===== src/rtl/scan_sel_sequencer.sv =====
// ---------------------------------------------------------------------------
// scan_sel_sequencer
//
// Produces the 3-bit channel select for a downstream 3-to-8 one-hot decoder.
// A prescaler generates a step every div_val+1 enabled cycles.
// On each step the select advances to the next channel that is enabled in
// ch_mask, searching in ascending order and wrapping around.
//
// Ports
//   clk        in   system clock, rising edge
//   rst_n      in   asynchronous active-low reset
//   en         in   scan enable; when low the prescaler is held at 0 and
//                   sel is frozen
//   div_val    in   step period minus 1, in clk cycles
//   ch_mask    in   channel enable mask, bit i = channel i participates
//   sel        out  current channel index (registered)
//   sel_valid  out  sel names an enabled channel and scanning is active
//   tick       out  one-cycle pulse in the cycle sel takes a new value
//   wrap       out  one-cycle pulse on the tick that completes a scan pass
//
// Handshake: there is none. All outputs are plain registered strobes or
// levels, and they have no combinational path from any input.
// ---------------------------------------------------------------------------
module scan_sel_sequencer #(
  parameter int DIV_WIDTH = 16,
  parameter int NUM_CH    = 8
) (
  input  logic                 clk,
  input  logic                 rst_n,
  input  logic                 en,
  input  logic [DIV_WIDTH-1:0] div_val,
  input  logic [NUM_CH-1:0]    ch_mask,
  output logic [2:0]           sel,
  output logic                 sel_valid,
  output logic                 tick,
  output logic                 wrap
);

  logic [DIV_WIDTH-1:0] r_cnt;
  logic [2:0]           r_sel;
  logic                 r_sel_valid;
  logic                 r_tick;
  logic                 r_wrap;

  logic                 w_step;
  logic [2:0]           w_start;
  logic [2:0]           w_idx;
  logic                 w_found;
  logic [2:0]           w_found_sel;

  logic [DIV_WIDTH-1:0] w_cnt_nxt;
  logic [2:0]           w_sel_nxt;
  logic                 w_valid_nxt;
  logic                 w_tick_nxt;
  logic                 w_wrap_nxt;

  // The >= compare means a div_val lowered below the running count steps on
  // the very next edge, and the counter can never run past div_val.
  assign w_step = en && (r_cnt >= div_val);

  // Circular search for the next enabled channel. While sel is valid the
  // current channel has already been served, so the search starts one past
  // it. Otherwise the current channel is still a candidate, which lets a
  // re-enabled channel be picked up again in place. The 3-bit index wraps
  // modulo 8 by itself.
  always_comb begin
    w_start     = r_sel_valid ? (r_sel + 3'd1) : r_sel;
    w_idx       = w_start;
    w_found     = 1'b0;
    w_found_sel = r_sel;
    for (int i = 0; i < NUM_CH; i++) begin
      w_idx = w_start + 3'(i);
      if (!w_found && ch_mask[w_idx]) begin
        w_found     = 1'b1;
        w_found_sel = w_idx;
      end
    end
  end

  // Next-state logic.
  always_comb begin
    w_cnt_nxt   = r_cnt + DIV_WIDTH'(1);
    w_sel_nxt   = r_sel;
    // On a non-step cycle a channel that has been masked off loses validity.
    // Validity is only regained on a step.
    w_valid_nxt = r_sel_valid & ch_mask[r_sel];
    w_tick_nxt  = 1'b0;
    w_wrap_nxt  = 1'b0;

    if (!en) begin
      w_cnt_nxt   = '0;
      w_valid_nxt = 1'b0;
    end else if (w_step) begin
      w_cnt_nxt = '0;
      if (w_found) begin
        w_sel_nxt   = w_found_sel;
        w_valid_nxt = 1'b1;
        w_tick_nxt  = 1'b1;
        // A pass is complete when the search went round past channel 7. A
        // mask with a single enabled channel therefore wraps on every step.
        w_wrap_nxt  = r_sel_valid && (w_found_sel <= r_sel);
      end else begin
        // Empty mask: hold sel, report nothing.
        w_valid_nxt = 1'b0;
      end
    end
  end

  always_ff @(posedge clk or negedge rst_n) begin
    if (!rst_n) begin
      r_cnt       <= '0;
      r_sel       <= '0;
      r_sel_valid <= 1'b0;
      r_tick      <= 1'b0;
      r_wrap      <= 1'b0;
    end else begin
      r_cnt       <= w_cnt_nxt;
      r_sel       <= w_sel_nxt;
      r_sel_valid <= w_valid_nxt;
      r_tick      <= w_tick_nxt;
      r_wrap      <= w_wrap_nxt;
    end
  end

  assign sel       = r_sel;
  assign sel_valid = r_sel_valid;
  assign tick      = r_tick;
  assign wrap      = r_wrap;

endmodule

===== config.mk =====
export PLATFORM = sky130hd
export DESIGN_NAME = scan_sel_sequencer
export DESIGN_NICKNAME = d
export VERILOG_FILES = /design/src/rtl/scan_sel_sequencer.sv
export SDC_FILE = /design/constraint.sdc
export NUM_CORES = 1
export LEC_CHECK = 0
export CORE_MARGIN = 1
export CORE_UTILIZATION = 53
export CTS_BUF_LIST = sky130_fd_sc_hd__clkbuf_16
export CTS_CLUSTER_SIZE = 16
export DETAILED_ROUTE_END_ITERATION = 8
export DONT_BUFFER_PORTS = 1
export PLACE_DENSITY = 0.65
export SLEW_MARGIN = 20
export SYNTH_ARGS = -nofsm -noshare
export SYNTH_HDL_FRONTEND = slang
export SYNTH_SLANG_ARGS = --single-unit

===== constraint.sdc =====
create_clock -name clk -period 10.17 [get_ports clk]
set_input_delay 0.5085 -clock clk [delete_from_list [all_inputs] [get_ports clk]]
set_output_delay 0.5085 -clock clk [all_outputs]
set_load 0.1 [all_outputs]

==> summary.md, run 1 <==
| Metric | Value |
|---|---|
| Status | `completed` |
| P_int | `0.223 mW` |
| PD cells | `134 nW/um2` |
| Main synth FF type | `dfrtp_1` |
| Fin crit period | `5.14 ns` |
| DR vias/cell | `6.18` |
| Worst Setup Start Kind | `register` |
| Clk slew on worst S/H paths | `0.06 ns` |
| Max Fclk | `0.195 GHz` |
| Final hold violation count | `0` |
| Pre-Repair DR Iteration Count | `4` |
| Routed wire per std cell | `16.4 um` |
| EDFF count, synth | `0` |
| Final Net Count | `368` |
| Clock Skew | `0.00156 ns` |
| Chip Height | `73.5 um` |
| Number of port buffers | `0` |
| Mapped Avg Cell Area | `8.49 um2` |
| Initial Utilization | `0.562` |
| Syn-to-layout area delta | `4.99%` |
| Sequential cell area | `552 um2` |
| CTS sink count | `22` |
| Share of layout cells above drive strength 1 | `0.0975` |
| Post-route ant nets | `0` |
| First-pass GRT wire length | `10.5 mm` |
| Async set or reset register ratio after synthesis | `1.00` |
| Most frequent CP cell | `ha_1` |
| Initial antenna violation count | `0` |
| Area of the multi-input gates | `2000 um2` |
| Clock power share | `0.215` |
| Rel. slew slack | `0.370` |
| Critical path data arrival time | `5.30 ns` |
| Slew @ Worst Pin | `0.946 ns` |
| Fill cells | `458` |
| Maximum clock path buffer count | `2` |
| Pin count of the biggest net entering global routing | `23` |
| Via count of the first global-routing pass | `2200` |
| Leakage | `1.33 nW` |
| DR vias | `2378` |
| Die width | `73.5 um` |
| Post-CTS Setup Repair Bufs | `0` |
| Min-Delay Path Class | `in2async` |
| Tot GR Track Use | `0.255` |
| Reg2Reg Setup Slack | `5.03 ns` |
| Worst flop-to-flop path endpoint | `wrap` |
| CTS Root Cell | `clkbuf_16` |
| Reg-to-reg critical path startpoint | `sel[0]` |
| Seq/Total Area, Yosys | `0.203` |
| Comb pwr share | `0.522` |
| Clk_lat worst skew | `0.25 ns` |
| Final setup fails | `0` |
| CTS tree | `yes` |
| DR iter-0 viols | `155` |
| Die area | `5400 um2` |
| Sw frac | `0.416` |
| CTS H-tree depth | `1` |
| Required @ worst endpoint | `10.34 ns` |
| CP max stage delay | `0.94 ns` |
| RSZ-0062 raised after global routing | `false` |
| Placer Congestion | `1.02` |
| Final period utilization | `0.505` |
| Critical path, cell by cell | `ha_1, mux2i_4, inv_1, ha_1, xnor3_1, mux2i_1, o221ai_1, nor2_1, a21o_1, a22o_1, a211oi_1, nor2_1, ha_1, a21o_1, a21oi_1, a31oi_1, nor3b_1` |
| Cell Area, Synth | `2710 um2` |
| Yosys cell types | `71` |
| Power share of the sequential group | `0.263` |
| Crit. End Element | `register` |
| WL final | `6.32 mm` |
| Cells after synthesis | `319` |
| Inserted Clock Buffers | `3` |
| Total power | `0.381 mW` |
| Peak supply drop | `0.0000949 V` |
| NetSw | `0.159 mW` |
| Placed cells | `380` |
| Yosys reg bits | `22` |
| Residual DRC | `0` |
| YS warnings | `0` |
| Setup TNS | `0 ns` |
| Max stage delay cell, worst path | `dfrtp_2` |
| Worst setup path category | `reg2reg` |
| Synth Net Count | `368` |
| CP max FO | `19` |
| # Max-Cap Violations | `0` |
| Row count | `25` |
| Core box area | `4820 um2` |
| Dpl hpwl | `4.98 mm` |
| Post-layout util | `0.590` |
| Register-to-Register Path Depth | `17` |
| Io pins | `33` |
| Non-Filler Instances | `385` |
| Max-slew violation count | `0` |
| Gr ovfl total | `0` |
| Post-cts gate resize count | `0` |
| ANT cells | `0` |
layout make-up:
class                           instances  share of cell area
Inverter                               26              0.0361
Timing Repair Buffer                    4             0.00968
Tap cell                               67              0.0295
Clock buffer                            3              0.0264
Multi-Input combinational cell        262               0.703
Clock inverter                          1             0.00132
Sequential cell                        22               0.194
Yosys cell counts, types with 3 or more instances:
library cell  number  share of area
nor2_1            41          0.057
inv_1             25          0.035
dfrtp_1           22           0.20
ha_1              22           0.10
nand3_1           16          0.030
mux2i_1           15          0.055
a21oi_1           14          0.026
nand2_1           13          0.018
nor3_1            13          0.024
a21o_1            10          0.028
o21ai_0            8          0.015
xor2_1             8          0.026
xnor2_1            6          0.019
and3_1             5          0.012
nand4_1            5          0.012
a31oi_1            4         0.0092
mux2_2             4          0.017
nand2b_1           4         0.0092
o211ai_1           4          0.011
a211oi_1           3         0.0083
a21boi_0           3         0.0083
a22o_1             3         0.0097
buf_2              3         0.0055
clkbuf_1           3         0.0042
mux4_2             3          0.025
nor2b_1            3         0.0069
metal layers:
layer | global-route usage | share of wire | vias to the layer above
li1 | - | - | 1176
met2 | 0.369 | 0.42 | 76
met3 | 0.0370 | 0.057 | 2
met4 | 0.0342 | 0.0019 | 0
met1 | 0.406 | 0.52 | 1124
met5 | 0 | 0 | -
layout by cell type, fill, tap and decap left out, types with 6 or more instances in the layout:
master,n
inv_1,25
a21o_1,10
a21oi_1,14
nor3_1,13
xnor2_1,6
mux2i_1,15
nor2_1,41
dfrtp_1,21
nand3_1,16
o21ai_0,8
nand2_1,13
xor2_1,8
ha_1,22
through the flow:
step,hold slack [ns],setup slack [ns],cell area [um2]
3_3_place_gp,0.213,5.20,2760
5_1_grt,0.259,4.66,2840
3_5_place_dp,0.213,5.09,2760
6_report,0.213,5.03,2840
4_1_cts,0.414,5.09,2850
2_1_floorplan,0.213,5.45,2710
logic make-up after synthesis:
| logic type | share of synthesized area |
|---|---|
| adder cells (fa/ha/maj) | 0.102 |
| flip-flops | 0.203 |
| XOR/XNOR | 0.0721 |
| AO/OA/AOI/OAI | 0.217 |
| multiplexers | 0.121 |
| AND/OR/NAND/NOR | 0.226 |
| buffers and inverters | 0.0587 |
worst max-delay path: cells and delay by family (launching register included):
| family | cells | cell delay, ns |
|---|---|---|
| muxes | 2 | 0.45 |
| buffers and inverters | 1 | 0.29 |
| adders and majority gates | 3 | 1.03 |
| and+or+nand+nor | 3 | 0.41 |
| xor gates and xnor gates | 1 | 0.43 |
| AOI/OAI and AO/OA | 7 | 1.48 |
| DFF | 1 | 0.94 |
worst max path at each step:
| stage | to | startpoint |
|---|---|---|
| final | wrap | sel[0] |
| after global placement | wrap | sel[0] |
| after CTS | wrap | sel[0] |
| after detailed placement | wrap | sel[0] |
| after floorplan | wrap | sel[0] |
| after global routing | wrap | sel[0] |
repair_timing:
item | CTS | global route
hold buffers | 1 | 0
endpoints found under the hold margin | 22 | 0
setup endpoints to repair | 0 | 0
state kept, by name, indices dropped and copies added, names as in the netlist:
name       flops
wrap           1
sel            3
tick           1
r_cnt         16
sel_valid      1
power by group through the flow:
stage / Clock, mW / Combinational, mW / Sequential (mW)
finish: 0.0818 / 0.199 / 0.100
floorplan: 0 / 0.155 / 0.105
global route: 0.0886 / 0.220 / 0.101
global placement: 0 / 0.195 / 0.102
CTS: 0.0842 / 0.197 / 0.100
detailed placement: 0 / 0.193 / 0.102
Power figures use the tool's default switching activity.
==> inputs of run 2 (changes only) <==
ABC_AREA = 1   (was unset)
clock period = 5.1 ns   (was 10.17 ns; I/O delays follow)
==> summary.md, run 2 <==
| Metric | Value |
|---|---|
| Max FFs per register | `16` |
| Async set or reset register ratio after synthesis | `1.00` |
| Yosys cell types | `37` |
| CTS tree | `yes` |
| Required @ worst endpoint | `5.27 ns` |
| Tot GR Track Use | `0.249` |
| EDFF count, synth | `0` |
| Crit. End Element | `register` |
| Dpl hpwl | `5.02 mm` |
| Cells after synthesis | `413` |
| DR vias/cell | `5.45` |
| Largest Register | `r_cnt` |
| Post-route ant nets | `0` |
| Max-slew violation count | `0` |
| Most frequent cells in the layout | `nand2_1, nand3_1, inv_1, nor2_1` |
| Worst Setup Start Kind | `register` |
| Leakage | `1.47 nW` |
| Inserted Clock Buffers | `3` |
| Routed wire per std cell | `13.0 um` |
| Io pins | `33` |
| Area leader, netlist | `dfrtp_1` |
| First-pass GRT wire length | `10.4 mm` |
| Share of layout cells above drive strength 1 | `0.116` |
| Fin crit period | `3.76 ns` |
| CP max stage delay | `0.42 ns` |
| Cell Area, Synth | `2660 um2` |
| Critical path, cell by cell | `buf_4, ha_1, nand2_1, nand2_2, ha_1, inv_1, nand3_2, nand2_1, o21ai_1, nand3_2, inv_1, nand2_1, nand2_1, inv_1, nand2_1, nand2_1, a21boi_1, ha_1, a21oi_1, o21ai_0, a211oi_2` |
| CTS H-tree depth | `1` |
| Via count of the first global-routing pass | `2312` |
| Total power | `0.841 mW` |
| Main synth FF type | `dfrtp_1` |
| Worst path top cell family by delay | `adder cells` |
| Area contributors post-synth | `dfrtp_1, nand2_1, nand3_1` |
| Worst setup path category | `reg2reg` |
| Core box area | `4790 um2` |
| Failing checks | `hold timing` |
| Final Net Count | `465` |
| Yosys reg bits | `22` |
| Rel. slew slack | `0.405` |
| Number of port buffers | `0` |
| CP max FO | `12` |
| Initial antenna violation count | `0` |
| Max stage delay cell, worst path | `ha_1` |
| Row count | `25` |
| WHS | `-0.0347 ns` |
| Pin count of the biggest net entering global routing | `23` |
| Residual DRC | `0` |
| Worst path bufs/invs | `4` |
| YS warnings | `0` |
| DR vias | `2620` |
| Final period utilization | `0.737` |
| Synth Net Count | `462` |
| Seq/Total Area, Yosys | `0.207` |
| Die area | `5310 um2` |
| Count leader, synth | `nand2_1` |
| Top-area cell type share of the netlist area | `0.207` |
| Slew @ Worst Pin | `0.893 ns` |
| Clk slew on worst S/H paths | `0.06 ns` |
| CTS Root Cell | `clkbuf_16` |
| Clk_lat worst skew | `0.25 ns` |
| Placer Congestion | `0.906` |
| Gr ovfl total | `0` |
| Commonest non-fill, non-tap cell in the layout | `nand2_1` |
| Initial Utilization | `0.556` |
| Chip Height | `72.8 um` |
| Die width | `72.8 um` |
| Pre-Repair DR Iteration Count | `5` |
| # Max-Cap Violations | `0` |
| DR iter-0 viols | `182` |
| Fill cells | `491` |
| Max Fclk | `0.266 GHz` |
| Final setup fails | `0` |
| Mapped Avg Cell Area | `6.44 um2` |
| WL final | `6.25 mm` |
| Synth top cells by count | `nand2_1, nand3_1, inv_1` |
| RSZ-0062 raised after global routing | `false` |
| Register-to-Register Path Depth | `21` |
| Peak supply drop | `0.000185 V` |
| Setup TNS | `0 ns` |
| Maximum clock path buffer count | `2` |
| Clock Skew | `0.00613 ns` |
| PD cells | `303 nW/um2` |
| Status | `finished, violations left` |
| CTS sink count | `22` |
| ANT cells | `0` |
| Min-Delay Path Class | `in2async` |
| Final hold violation count | `22` |
| CP Depth | `21` |
| Critical path data arrival time | `3.93 ns` |
| Syn-to-layout area delta | `4.47%` |
| Most frequent CP cell | `nand2_1` |
[run 2: per-layer routing]
metal,GRT usage,part of all wire,routed length [um],vias to the layer above
li1,-,-,-,1344
met2,0.380,0.42,2650,109
met3,0.0359,0.073,453,6
met5,0,0,0,-
met4,0.0240,0.0066,41,0
met1,0.384,0.50,3100,1161
[run 2: per-stage QoR]
step           utilization  area, um2  cells  worst slack (ns)
6_report             0.581       2780    481              1.34
2_1_floorplan            -       2660    413              1.27
3_3_place_gp         0.564       2700    477              1.48
4_1_cts              0.582       2780    481              1.37
5_1_grt              0.581       2780    481              1.06
3_5_place_dp         0.564       2700    477              1.37
[run 2: final cells by class]
type                       instances  area, um2  share of cell area
sequential                        22        551               0.198
inverter                          61        241              0.0869
multi-input combinational        323       1790               0.645
clock buffer                       3       75.1              0.0270
timing repair buffer               5       35.0              0.0126
tap                               67       83.8              0.0302
[run 2: report_power, final]
| part | internal, mW | total [mW] | switching [mW] |
|---|---|---|---|
| sequential | 0.180 | 0.187 | 0.00676 |
| clock | 0.103 | 0.159 | 0.0560 |
| combinational | 0.158 | 0.495 | 0.338 |
[run 2: timing repair]
action / CTS / global route
setup buffers: 0 / 0
resized for setup: 0 / 0
hold buffers: 1 / 0
hold endpoints to repair: 22 / 0
[run 2: path summary, 6_finish.rpt]
check | start | slack, ns | endpoint
max reg2reg | sel[1] | 1.34 | wrap
min in group clk | en | 0.12 | r_cnt[1]
max | sel[1] | 1.34 | wrap
max in group asynchronous | rst_n | 4.80 | r_cnt[8]
min reg2reg | r_cnt[0] | 0.48 | r_cnt[0]
min | rst_n | -0.03 | r_cnt[6]
[run 2: cells by family (layout without fill, tap and decap cells)]
family / count (synthesis) / after routing / synth area share
xor gates and xnor gates: 8 / 8 / 0.0263
AOI/OAI and AO/OA: 39 / 39 / 0.0828
adders and majority gates: 22 / 22 / 0.103
DFF: 22 / 22 / 0.207
buffers and inverters: 68 / 69 / 0.119
and+or+nand+nor: 254 / 254 / 0.461
